File: config.mk
export PLATFORM = sky130hd
export DESIGN_NAME = bist_pattern_ctrl
export DESIGN_NICKNAME = d
export VERILOG_FILES = /design/src/rtl/bist_pattern_ctrl.sv
export SDC_FILE = /design/constraint.sdc
export NUM_CORES = 1
export LEC_CHECK = 0
export ABC_CLOCK_PERIOD_IN_PS = 3000
export CAP_MARGIN = 40
export CORE_MARGIN = 2
export CORE_UTILIZATION = 55
export CTS_BUF_LIST = sky130_fd_sc_hd__clkbuf_2
export CTS_CLUSTER_SIZE = 28
export DETAILED_ROUTE_END_ITERATION = 12
export GPL_ROUTABILITY_DRIVEN = 0
export GPL_TIMING_DRIVEN = 0
export PLACE_DENSITY_LB_ADDON = 0.1
export SYNTH_ARGS = -nofsm -noshare
export SYNTH_HDL_FRONTEND = slang
export SYNTH_SLANG_ARGS = --single-unit
File: constraint.sdc
create_clock -name clk -period 3 [get_ports clk]
set_clock_uncertainty 0.15 [all_clocks]
set_input_delay 0.75 -clock clk [delete_from_list [all_inputs] [get_ports clk]]
set_output_delay 0.75 -clock clk [all_outputs]
set_load 0.005 [all_outputs]
File: src/rtl/bist_pattern_ctrl.sv
// BIST controller: 6-bit LFSR pattern source and 8-bit MISR compactor for a 6-in/2-out CUT.
// Latency: one pattern per cycle, verdict registered on the edge that absorbs the last response (NUM_PAT cycles).
// Backpressure: none; start is honoured in IDLE/DONE only, and resp_in is assumed valid throughout RUN.
module bist_pattern_ctrl #(
    parameter int         NUM_PAT = 63,
    parameter logic [5:0] SEED    = 6'h01,
    parameter logic [7:0] GOLDEN  = 8'h00
) (
    input  logic       clk,
    input  logic       rst_n,
    input  logic       start,
    output logic [5:0] pat_out,
    input  logic [1:0] resp_in,
    output logic       busy,
    output logic       done,
    output logic       pass,
    output logic [7:0] signature
);

    typedef enum logic [1:0] {IDLE, RUN, DONE} state_t;

    localparam logic [5:0] LAST = 6'(NUM_PAT - 1);

    state_t     state;
    logic [5:0] lfsr;
    logic [7:0] misr;
    logic [5:0] cnt;
    logic [5:0] lfsr_next;
    logic [7:0] misr_next;
    logic       fb;

    // x^6 + x^5 + 1 Fibonacci; maximal length, so any nonzero seed visits all 63 states
    assign lfsr_next = {lfsr[4:0], lfsr[5] ^ lfsr[4]};

    // x^8 + x^4 + x^3 + x^2 + 1 Galois, s2 enters at bit 0 and s1 at bit 1
    assign fb        = misr[7];
    assign misr_next = {misr[6], misr[5], misr[4],
                        misr[3] ^ fb, misr[2] ^ fb, misr[1] ^ fb,
                        misr[0] ^ resp_in[1], fb ^ resp_in[0]};

    assign pat_out   = lfsr;
    assign signature = misr;

    always_ff @(posedge clk or negedge rst_n) begin
        if (!rst_n) begin
            state <= IDLE;
            lfsr  <= SEED;
            misr  <= 8'h00;
            cnt   <= 6'd0;
            busy  <= 1'b0;
            done  <= 1'b0;
            pass  <= 1'b0;
        end else begin
            case (state)
                IDLE, DONE: begin
                    if (start) begin
                        state <= RUN;
                        lfsr  <= SEED;
                        misr  <= 8'h00;
                        cnt   <= 6'd0;
                        busy  <= 1'b1;
                        done  <= 1'b0;
                        pass  <= 1'b0;
                    end
                end
                RUN: begin
                    misr <= misr_next;
                    lfsr <= lfsr_next;
                    cnt  <= cnt + 6'd1;
                    // Verdict uses misr_next so the final response is included
                    if (cnt == LAST) begin
                        state <= DONE;
                        busy  <= 1'b0;
                        done  <= 1'b1;
                        pass  <= (misr_next == GOLDEN);
                    end
                end
                default: begin
                    state <= IDLE;
                    busy  <= 1'b0;
                    done  <= 1'b0;
                    pass  <= 1'b0;
                end
            endcase
        end
    end

endmodule

==> results of run 1 <==
==> worst paths after layout <==
path / startpoint / to / slack (ns) / cells past startpoint
min in group asynchronous: rst_n / cnt[0]$_DFFE_PN0P_ / 0.55 / 1
setup / recovery: pat_out[0]$_DFFE_PN1P_ / pat_out[0] / 0.71 / 1
hold reg to reg: cnt[5]$_DFFE_PN0P_ / cnt[5]$_DFFE_PN0P_ / 0.35 / 1
hold / removal: cnt[5]$_DFFE_PN0P_ / cnt[5]$_DFFE_PN0P_ / 0.35 / 1
max in group asynchronous: rst_n / pat_out[0]$_DFFE_PN1P_ / 1.63 / 2
setup reg to reg: state[0]$_DFFE_PN0P_ / pat_out[2]$_DFFE_PN0P_ / 1.35 / 5
==> final cells by class <==
cell class | count | area [um^2] | area share [%]
Clock buffer | 3 | 15.0 | 1.12
Tap cell | 25 | 31.3 | 2.34
Clock inverter | 1 | 3.75 | 0.281
Inverter | 3 | 11.3 | 0.843
Buffer | 5 | 30.0 | 2.25
Multi-Input combinational cell | 62 | 404 | 30.3
Timing Repair Buffer | 22 | 238 | 17.8
Sequential cell | 24 | 602 | 45.1
==> where the power goes <==
part	total [mW]	leakage, nW	switching [mW]	internal (mW)
Combinational	0.688	0.266	0.290	0.399
Sequential	0.627	0.286	0.149	0.478
Clock	0.120	0.0140	0.0914	0.0290
Total	1.44	0.567	0.530	0.905
==> metrics by stage <==
step | std cells | cell area [um^2]
2_1_floorplan | 94 | 1050
3_3_place_gp | 140 | 1290
4_1_cts | 145 | 1340
5_1_grt | 145 | 1340
6_report | 145 | 1340
3_5_place_dp | 141 | 1320
==> sequential cells by signal, summed over array words and instances, names as in the netlist <==
signal / flops
pat_out: 6
signature: 8
done: 1
cnt: 6
pass: 1
busy: 1
state: 1
==> cell families (layout without fill, tap and decap cells) <==
logic type,count (synthesis),count (layout),synth area share (%)
compound gates,28,28,18.5
buf+inv,8,34,3.94
simple gates,26,26,12.7
flops,24,24,57.5
fa+ha+maj,2,2,2.39
xor+xnor,6,6,5.02
==> synth_stat cells, drive strengths merged, types with 3 or more instances <==
cell type   n  share of area [%]
dfrtp      23                 55
o21ai      11                5.3
a22o        9                7.6
nand2       8                2.9
buf         4                2.5
xnor2       4                3.3
inv         3                1.1
nand2b      3                1.8
nand3       3                1.4
nand4       3                1.8
nor2        3                1.1
==> layer usage <==
layer / vias to the layer above / share of wire (%)
li1: 392 / -
met1: 421 / 48
met2: 20 / 46
met3: 4 / 4.7
met4: 0 / 1.2
met5: - / 0
==> qor.csv, run 1 <==
stage,metric,value,unit
die,die area,2270,um^2
clock_network,TritonCTS clock tree,built,
sta,Max Freq,0.436,GHz
clock_network,Worst-path clk slew,0.21,ns
layout,FILL cells,133,
sta,Relative slew margins,68.9,%
grt,initial antenna violation count,0,
setup_path,Worst Path Max Fanout,2,
setup_path,CP max-delay cell,dfstp_2,
sta,fin. max-slew vios,0,
worst_hold_path,Hold WC Path Type,register to register,
yosys,Mapped Avg Cell Area,11.1,um^2
clock_network,PostCTS Resize Cnt,0,
yosys,"FFs w/ async S/R, synth",100,%
yosys,Synth cell types,29,
grt,grt ovf,0,
sta,Setup TNS Final,0,ns
clock_network,post-CTS setup buffer count,0,
drt,number of vias in the routed layout,837,
yosys,"Seq/Total Area, Yosys",57.5,%
setup_path,CP bufs+invs,1,
layout,"most common cell after layout, fill and taps aside",dfrtp_1,
power_and_ir_drop,Max VDD drop,639,uV
yosys,dominant synthesized flop cell,dfrtp_1,
die,Core Region,1760,um^2
layout,synthesis-to-finish area growth,27.5,%
die,Top Ports,22,
sta,final hold slack,0.347,ns
grt,pin count of the biggest net entering global routing,18,
setup_path,cell family with most CP delay,flip-flops,
layout,Layout Utilization,75.7,%
die,die height,47.6,um
sta,final setup violation count,0,
setup_path,Crit path largest cell delay,0.58,ns
clock_network,H-tree levels,1,
yosys,syn_nets,101,
layout,fraction of layout cells with a size suffix above 1,8.33,%
layout,most frequent cells in the layout,"dfrtp_1, clkdlybuf4s50_1, o21ai_0",
clock_network,Clock Latency Late Sink,0.33,ns
setup_path,Worst Path Arrival,1.39,ns
die,Initial Utilization,59.4,%
drt,initial detailed-routing violation count,9,
grt,first-pass GRT wire length,3240,um
drt,total routed wirelength,2050,um
power_and_ir_drop,total leakage power,0.567,nW
grt,vias in the first global route,713,
grt,met3 usage,3.40,%
placement,Port-buffer cells,21,
grt,GR Util met2,30.8,%
clock_network,root buffer cell,clkbuf_2,
yosys,number of synthesized flops with an enable pin,0,
sta,period utilization,76.4,%
clock_network,Num CTS Buffers,3,
setup_path,critical path cell sequence,clkdlybuf4s50_1,
yosys,Mapped Area,1050,um^2
power_and_ir_drop,PD cells,1080,nW/um^2
sta,final hold viol count,0,
clock_network,CTS Buffer Depth,2,
layout,nets,128,
setup_path,Crit Path Category,register to output pin,
setup_path,CP required,2.10,ns
drt,vias per cell,5.77,
sta,Slew @ Worst Pin,0.465,ns
layout,diode count,0,
grt,gr usage total,20.9,%
drt,First-pass DRT Iterations,4,
placement,pre-CTS WS,0.615,ns
sta,RSZ-0062 raised after global routing,false,
outcome,run status,"finished, final reports clean",
sta,smallest setup slack after layout,0.707,ns
power_and_ir_drop,Total Power,1.44,mW
drt,post-route ant nets,0,
yosys,Mapped Cells,94,
drt,WL per Instance,14.1,um
sta,crit path time final,2.29,ns
setup_path,CP Launch Type,register,
placement,dpl hpwl,1480,um
grt,routing usage on met1,31.4,%
die,Core Rows,15,
grt,busiest layer in global routing,met1,
job,Max-Cap Viols,0,
yosys,YS warnings,0,
setup_path,Setup crit end kind,output pin,
yosys,"flops & latches, synth",24,
clock_network,cts hold-fix bufs,0,
clock_network,CTS sink count,24,
die,Chip Width,47.6,um
drt,DRC,0,
No activity file was read; power rests on OpenSTA's default activity.
==> inputs of run 2 (changes only) <==
--- a/config.mk
+++ b/config.mk
@@ -5,10 +5,10 @@
 export SDC_FILE = /design/constraint.sdc
 export NUM_CORES = 1
 export LEC_CHECK = 0
-export ABC_CLOCK_PERIOD_IN_PS = 3000
+export ABC_CLOCK_PERIOD_IN_PS = 1880
 export CAP_MARGIN = 40
 export CORE_MARGIN = 2
-export CORE_UTILIZATION = 55
+export CORE_UTILIZATION = 47
 export CTS_BUF_LIST = sky130_fd_sc_hd__clkbuf_2
 export CTS_CLUSTER_SIZE = 28
 export DETAILED_ROUTE_END_ITERATION = 12
==> constraint.sdc (replaced) <==
create_clock -name clk -period 1.88 [get_ports clk]
set_clock_uncertainty 0.15 [all_clocks]
set_input_delay 0.47 -clock clk [delete_from_list [all_inputs] [get_ports clk]]
set_output_delay 0.47 -clock clk [all_outputs]
set_load 0.005 [all_outputs]
==> run 2 against run 1 <==
Effect of this change: cell area rose by 14%; largest power group unchanged; highest routed layer unchanged; critical path depth unchanged; setup slack lost 0.61 ns; clock-buffer cell count is the same; critical path type unchanged.
==> qor.csv, run 2 (same netlist as run 1, synthesis figures left out) <==
stage,metric,value,unit,change
outcome,run status,"finished, final reports clean",,
die,Core Region,2150,um^2,+22%
grt,initial antenna violation count,0,,unchanged
die,die height,51.2,um,+7.5%
sta,Slew @ Worst Pin,0.486,ns,+0.0212 ns
setup_path,cell family with most CP delay,flip-flops,,
clock_network,CTS Buffer Depth,2,,unchanged
layout,most frequent cells in the layout,"dfrtp_1, buf_4, o21ai_0",,
die,Core Rows,17,,+2
power_and_ir_drop,total leakage power,0.795,nW,+40%
setup_path,CP Launch Type,register,,
setup_path,Crit path largest cell delay,0.59,ns,about the same
layout,max reg flops,8,,unchanged
setup_path,Setup crit end kind,output pin,,
drt,post-route ant nets,0,,unchanged
die,die area,2620,um^2,+16%
sta,final hold viol count,0,,unchanged
setup_path,critical path cell sequence,dlygate4sd2_1,,
grt,grt ovf,0,,unchanged
sta,period utilization,94.8,%,
layout,Non-Filler Instances,167,,+15%
die,Initial Utilization,48.7,%,-11 points
setup_path,CP max-delay cell,dfstp_2,,
sta,smallest setup slack after layout,0.0978,ns,-0.609 ns
grt,gr usage total,19.9,%,-1.0 points
clock_network,Worst-path clk slew,0.24,ns,+0.03 ns
sta,crit path time final,1.78,ns,
sta,Setup TNS Final,0,ns,unchanged
layout,diode count,0,,unchanged
layout,synthesis-to-finish area growth,45.5,%,
placement,dpl hpwl,1560,um,+5.8%
sta,Relative slew margins,67.5,%,-1.4 points
grt,pin count of the biggest net entering global routing,18,,unchanged
clock_network,Num CTS Buffers,3,,unchanged
setup_path,Worst Path Arrival,1.16,ns,-0.23 ns
sta,RSZ-0062 raised after global routing,false,,
setup_path,CP bufs+invs,1,,unchanged
drt,WL per Instance,14.1,um,-0.22%
drt,DRC,0,,unchanged
power_and_ir_drop,Max VDD drop,1010,uV,+58%
drt,vias per cell,5.28,,-8.5%
drt,number of vias in the routed layout,882,,+5.4%
clock_network,CTS sink count,24,,unchanged
die,Top Ports,22,,unchanged
placement,Port-buffer cells,21,,unchanged
worst_hold_path,Hold WC Path Type,input pin to asynchronous set/reset pin,,
die,Chip Width,51.2,um,+7.5%
power_and_ir_drop,PD cells,1710,nW/um^2,+59%
drt,First-pass DRT Iterations,4,,unchanged
clock_network,TritonCTS clock tree,built,,
clock_network,H-tree levels,1,,unchanged
drt,initial detailed-routing violation count,20,,+11
sta,fin. max-slew vios,0,,unchanged
sta,Max Freq,0.561,GHz,
layout,nets,147,,+15%
drt,total routed wirelength,2350,um,+15%
layout,"most common cell after layout, fill and taps aside",dfrtp_1,,
setup_path,CP required,1.26,ns,-0.84 ns
job,Max-Cap Viols,0,,unchanged
setup_path,Worst Path Max Fanout,2,,unchanged
placement,pre-CTS WS,-0.246,ns,-0.861 ns
setup_path,Crit Path Category,register to output pin,,
clock_network,Clock Latency Late Sink,0.34,ns,about the same
sta,final setup violation count,0,,unchanged
clock_network,root buffer cell,clkbuf_2,,
grt,vias in the first global route,884,,+24%
setup_path,Reg2Reg Setup Slack,0.13,ns,-1.22 ns
layout,fraction of layout cells with a size suffix above 1,21.6,%,+13 points
placement,DP Cell Count,144,,+2.1%
grt,first-pass GRT wire length,3860,um,+19%
run 2: layout make-up:
type / instances / area (um^2)
Buffer: 5 / 30.0
Clock buffer: 3 / 15.0
Clock inverter: 1 / 30.0
Fill cell: 164 / 624
Inverter: 3 / 11.3
Multi-Input combinational cell: 62 / 404
Sequential cell: 24 / 602
Tap cell: 28 / 35.0
Timing Repair Buffer: 41 / 397
run 2: per-layer routing:
| layer | track usage (%) | vias to the layer above | share of wire (%) |
|---|---|---|---|
| met5 | 0 | - | 0 |
| met3 | 3.51 | 6 | 3.9 |
| li1 | - | 427 | - |
| met2 | 34.2 | 22 | 48 |
| met4 | 8.11 | 0 | 1.7 |
| met1 | 24.8 | 427 | 47 |
run 2: worst paths after layout:
path	from	endpoint	depth (start not counted)
max	pat_out[0]$_DFFE_PN1P_	pat_out[0]	1
min	rst_n	busy$_DFFE_PN0P_	1
max reg2reg	done$_DFFE_PN0P_	cnt[1]$_DFFE_PN0P_	8
min reg2reg	cnt[5]$_DFFE_PN0P_	cnt[5]$_DFFE_PN0P_	1
max in group asynchronous	rst_n	pat_out[0]$_DFFE_PN1P_	2
min in group clk	cnt[5]$_DFFE_PN0P_	cnt[5]$_DFFE_PN0P_	1
run 2: worst register-to-register path: cells and delay by family (launching register included):
kind	cells	cell delay, ns
DFF	1	0.42
buffers and inverters	4	0.61
AOI/OAI and AO/OA	1	0.07
and+or+nand+nor	3	0.39
run 2: metrics by stage:
stage / hold WS (ns) / area (um^2) / power (mW) / utilization (%)
final: 0.290 / 1520 / 2.61 / 70.9
after global routing: 0.273 / 1520 / 2.81 / 70.9
after CTS: 0.296 / 1460 / 2.59 / 68.0
after detailed placement: 0.323 / 1320 / 2.11 / 61.4
after global placement: 0.318 / 1290 / 2.07 / 60.2
after floorplan: 0.0244 / 1050 / 1.60 / -
run 2: power by group:
part           leakage [nW]  switching (mW)  internal, mW
logic                 0.482           0.590         0.760
clock network        0.0266           0.156         0.183
registers             0.286           0.162         0.762
run 2: repair_timing:
action / in CTS / in global routing
gates resized for setup: 7 / 10
hold buffers: 0 / 0
setup endpoints to repair: 15 / 10
setup buffers: 14 / 5
pin swaps: 0 / 0
gates cloned: 0 / 0
